<file path="src/rtl/ac_motor_pwm_bridge.sv">
// Multi-leg sine/triangle PWM bridge with dead time and fault latch.
// In: clk, reset, enable, carrier+strobes, sine, deadtime, fault. Out: hi, lo, en, fault_latched.
module ac_motor_pwm_bridge #(
  parameter int CHANNELS    = 3,
  parameter int SINE_W      = 12,
  parameter int TRI_W       = 17,
  parameter int DT_W        = 8,
  parameter int UPDATE_MODE = 1
) (
  input  logic                       clk,
  input  logic                       reset,
  input  logic                       enable,
  input  logic                       tri_peak,
  input  logic                       tri_valley,
  input  logic signed [TRI_W-1:0]    triangle,
  input  logic [CHANNELS*SINE_W-1:0] sine,
  input  logic [DT_W-1:0]            deadtime,
  input  logic                       fault_in,
  input  logic                       fault_clear,
  output logic [CHANNELS-1:0]        hi,
  output logic [CHANNELS-1:0]        lo,
  output logic [CHANNELS-1:0]        en,
  output logic                       fault_latched
);

  localparam int SH = TRI_W - SINE_W;

  typedef enum logic [2:0] {
    S_OFF, S_LO, S_DEAD_HI, S_HI, S_DEAD_LO
  } state_t;

  state_t                   state_q [CHANNELS];
  state_t                   state_d [CHANNELS];
  logic [DT_W-1:0]          cnt_q   [CHANNELS];
  logic [DT_W-1:0]          cnt_d   [CHANNELS];
  logic signed [SINE_W-1:0] shadow_q [CHANNELS];
  logic signed [SINE_W-1:0] shadow_d [CHANNELS];
  logic [CHANNELS-1:0]      dmd_q, dmd_d;
  logic                     fault_q, fault_d;
  logic                     en_q, en_d;
  logic                     load;
  logic                     kill;
  logic                     dt_zero;
  logic signed [TRI_W-1:0]  ref_ext;

  always_comb begin
    load = 1'b0;
    unique case (UPDATE_MODE)
      0:       load = 1'b1;
      1:       load = tri_valley;
      default: load = tri_peak | tri_valley;
    endcase
  end

  // fault_in beats fault_clear; the next latch value also gates the
  // bridge so a fault pulse kills the gates on the very next edge
  always_comb begin
    fault_d = fault_q;
    if (fault_in)
      fault_d = 1'b1;
    else if (fault_clear)
      fault_d = 1'b0;
  end

  assign kill    = ~enable | fault_d;
  assign en_d    = ~kill;
  assign dt_zero = (deadtime == '0);

  always_comb begin
    ref_ext = '0;
    for (int k = 0; k < CHANNELS; k++) begin
      shadow_d[k] = shadow_q[k];
      if (load)
        shadow_d[k] = $signed(sine[k*SINE_W +: SINE_W]);
      ref_ext  = TRI_W'(shadow_q[k]);
      ref_ext  = ref_ext <<< SH;
      dmd_d[k] = (ref_ext > triangle);
    end
  end

  always_ff @(posedge clk) begin
    if (reset) begin
      fault_q <= 1'b0;
      en_q    <= 1'b0;
      dmd_q   <= '0;
      for (int k = 0; k < CHANNELS; k++) begin
        state_q[k]  <= S_OFF;
        cnt_q[k]    <= '0;
        shadow_q[k] <= '0;
      end
    end else begin
      fault_q <= fault_d;
      en_q    <= en_d;
      dmd_q   <= dmd_d;
      for (int k = 0; k < CHANNELS; k++) begin
        state_q[k]  <= state_d[k];
        cnt_q[k]    <= cnt_d[k];
        shadow_q[k] <= shadow_d[k];
      end
    end
  end

  always_comb begin
    for (int k = 0; k < CHANNELS; k++) begin
      state_d[k] = state_q[k];
      cnt_d[k]   = cnt_q[k];
      if (kill) begin
        state_d[k] = S_OFF;
        cnt_d[k]   = '0;
      end else begin
        unique case (state_q[k])
          S_OFF: begin
            cnt_d[k] = deadtime;
            if (dmd_q[k])
              state_d[k] = dt_zero ? S_HI : S_DEAD_HI;
            else
              state_d[k] = dt_zero ? S_LO : S_DEAD_LO;
          end
          S_LO: begin
            if (dmd_q[k]) begin
              cnt_d[k]   = deadtime;
              state_d[k] = dt_zero ? S_HI : S_DEAD_HI;
            end
          end
          S_HI: begin
            if (!dmd_q[k]) begin
              cnt_d[k]   = deadtime;
              state_d[k] = dt_zero ? S_LO : S_DEAD_LO;
            end
          end
          S_DEAD_HI: begin
            if (!dmd_q[k])
              state_d[k] = S_LO;
            else if (cnt_q[k] <= DT_W'(1))
              state_d[k] = S_HI;
            else
              cnt_d[k] = cnt_q[k] - DT_W'(1);
          end
          S_DEAD_LO: begin
            if (dmd_q[k])
              state_d[k] = S_HI;
            else if (cnt_q[k] <= DT_W'(1))
              state_d[k] = S_LO;
            else
              cnt_d[k] = cnt_q[k] - DT_W'(1);
          end
          default: begin
            state_d[k] = S_OFF;
            cnt_d[k]   = '0;
          end
        endcase
      end
    end
  end

  always_comb begin
    for (int k = 0; k < CHANNELS; k++) begin
      hi[k] = (state_q[k] == S_HI);
      lo[k] = (state_q[k] == S_LO);
    end
    en            = {CHANNELS{en_q}};
    fault_latched = fault_q;
  end

endmodule

</file>
<file path="config.mk">
export PLATFORM = sky130hd
export DESIGN_NAME = ac_motor_pwm_bridge
export DESIGN_NICKNAME = d
export VERILOG_FILES = /design/src/rtl/ac_motor_pwm_bridge.sv
export SDC_FILE = /design/constraint.sdc
export NUM_CORES = 1
export LEC_CHECK = 0
export BUFFER_PORTS_ARGS = -buffer_cell sky130_fd_sc_hd__buf_2
export CAP_MARGIN = 20
export CORE_MARGIN = 1
export CORE_UTILIZATION = 55
export DETAILED_ROUTE_END_ITERATION = 10
export PLACE_DENSITY = 0.78
export SLEW_MARGIN = 20
export SYNTH_ARGS = -nofsm -noshare
export SYNTH_HDL_FRONTEND = slang
export SYNTH_SLANG_ARGS = --single-unit
</file>
<file path="constraint.sdc">
create_clock -name clk -period 2.3 [get_ports clk]
set_input_delay 0.46 -clock clk [delete_from_list [all_inputs] [get_ports clk]]
set_output_delay 0.46 -clock clk [all_outputs]
set_load 0.01 [all_outputs]
</file>
==> metrics <==
status=finished, final reports clean; drt via density=slightly below 6; Synth Net Count=between 600 and 700; Unique masters post-synth=58; P per Cell Area=581 nW/µm²; 1st-iter DRT viols=~330; drt wl/cell=approximately 16 µm; first-pass GRT wire length=~19000 µm; Post-Syn Area=4570 µm²; largest net degree at the start of global routing=41; FF/Latch Area=between 1000 and 1500 µm²; io pins=78; cts bufs inserted=9; LEAKAGE=0.00247 µW; Syn. warnings=0; final setup skew=0.0106 ns; Layout area overhead=15.1%; CP bufs+invs=0; Post-CTS Hold Fix Bufs=0; EDFF count, synth=0; total clock sinks=74; n_diodes=0; Crit Path Category=reg -> reg; Die Height=approximately 93 µm; grt total ovfl=0; FILL cells=682; GP Congestion=between 0.8 and 0.9; share of post-route cells with drive strength above 1=19.3%; worst-path cell with the longest stage delay=or4_1; CTS clk-pin slew, worst paths=~0.080 ns; # DRC=0; CTS root buf=clkbuf_8; Post-Synthesis Cells=540; cell breakdown of the critical path=or4_1 -> or4_1 -> nor2_1 -> nor2_1 -> o211a_1; Slew @ Worst Pin=0.732 ns; Total GRT Usage=approximately 27%; ys async rst share=0%; Crit path max-delay family=simple AND/OR/NAND/NOR gates; DRT Pass-1 Iters=5; initial antenna violation count=0; Critical Path RT=2.53 ns; max_slew headroom=51.2%; peak supply drop=0.000399 V; Via Count=between 4000 and 5000; port bufs=76; Tmin final=roughly 2.2 ns; layout net count=slightly above 700; area of the core=roughly 8000 µm²; fin. max-slew vios=0; multi-input logic area=2840 µm²; Max clock buf depth=2; final setup TNS=0 ns; Yosys reg bits=74; Die Width=93.1 µm; RSZ-0062 raised after global routing=false; post-detail-place hpwl=8210 µm; full die area=around 8700 µm²; setup violators final=0; Seq/Total Area, Yosys=approximately 32%; worst-path maximum fanout=6; Max Fclk=0.459 GHz; clock latency at the later pin of the worst-skew pair=0.34 ns; crit start category=flip-flop; arrival time worst endpoint=2.41 ns; Routed Antenna Nets=0; overall power=a little over 3000 µW; final wirelength=between 10000 and 15000 µm; Initial Util=about 58%; htree depth=3; Max stage delay on crit path=approximately 0.57 ns; # rows=32; syn_area_per_cell=~8.5 µm²; Period Utilization, post-route=94.8%; Setup crit end kind=flip-flop; max_cap viols=0; Worst Hold Class=in -> reg; vias in the first global route=between 4000 and 5000; CTS tree=done; final hold violations=0; leading register cell type out of synthesis=dfxtp_1
==> cell type report <==
cell class	instances	area share, %
clock inverters	3	0.762
flip-flops and latches	74	28.2
inverters	29	2.07
repair buffers	91	9.61
multi-input cells	409	54.1
well taps	102	2.43
clock buffers	11	2.88
==> worst paths after layout <==
path | from | to | slack, ns | depth (start not counted)
setup / recovery | cnt_q[0][20] | cnt_q[0][22] | 0.12 | 5
hold / removal | fault_in | fault_latched | 0.35 | 3
setup reg to reg | cnt_q[0][20] | cnt_q[0][22] | 0.12 | 5
hold reg to reg | shadow_q[0][29] | shadow_q[0][29] | 0.50 | 2
==> power by group <==
part           total (µW)  leakage, µW  switching (µW)  internal, µW
combinational         638      0.00176             353           285
clock                1000     0.000101             457           545
sequential           1410     0.000607            67.1          1350
total                3050      0.00247             878          2180
==> registers in the layout, summed over array words and instances (netlist names) <==
signal and flops:
shadow_q 36, cnt_q 24, state_q 9, dmd_q 3, en_q 1, fault_latched 1
==> synth_stat cells (8+ instances only) <==
library cell	count	area [µm²]
inv_1	28	105
clkbuf_1	16	60.1
dfxtp_1	74	1480
nand2_1	30	113
ha_1	42	526
nor4_1	12	75.1
xnor2_1	9	78.8
nor3_1	11	55.1
a22oi_1	8	60.1
mux2i_1	37	370
o21ai_0	20	100
a31oi_1	9	56.3
a211oi_1	8	60.1
nor2_1	75	282
a21oi_1	42	210
or4_1	8	60.1
==> routing by layer <==
layer	vias to the layer above	GRT usage (%)	share of wire [%]
li1	2124	-	-
met1	1973	35.7	46
met2	152	44.5	46
met3	23	4.31	6.1
met4	0	8.72	1.8
met5	-	0	0
==> repair_timing <==
action	CTS	global route
buffers inserted	0	4
resized for setup	0	2
setup endpoints to repair	0	4
==> cells by family after synthesis <==
group           count (synthesis)  share of synthesized area [%]
flops                          74                           32.4
mux                            39                           8.60
fa+ha+maj                      42                           11.5
xor+xnor                       15                           2.88
compound gates                134                           19.9
buf+inv                        58                           5.72
simple gates                  178                           18.9
==> tightest hold or removal path, delay by kind of cell <==
family                 cells  cell delay, ns
AO/OA/AOI/OAI              1            0.04
buffers and inverters      1            0.08
AND/OR/NAND/NOR            1            0.07
==> cells in the final DEF (no fill, tap or decap), drive strengths merged, types with 8 or more instances in the layout <==
| cell type | count |
|---|---|
| buf | 91 |
| nor2 | 75 |
| dfxtp | 74 |
| a21oi | 42 |
| ha | 42 |
| mux2i | 37 |
| nand2 | 30 |
| inv | 28 |
| o21ai | 20 |
| nor4 | 12 |
| nor3 | 11 |
| clkbuf | 11 |
| xnor2 | 9 |
| a31oi | 9 |
| a211oi | 9 |
| or4 | 9 |
| a22oi | 8 |
==> through the flow <==
stage                     instances  setup WS (ns)  hold WS [ns]  util, %  instance area [µm²]
after detailed placement        700        -0.0506         0.489     63.6                 5020
after floorplan                 540          0.236         0.458        -                 4570
after CTS                       714         0.0613         0.350     66.1                 5210
after global placement          700        -0.0149         0.473     63.6                 5020
after global routing            719         0.0313         0.357     66.7                 5260
final                           719          0.121         0.347     66.7                 5260
(Power assumes the default switching activity.)
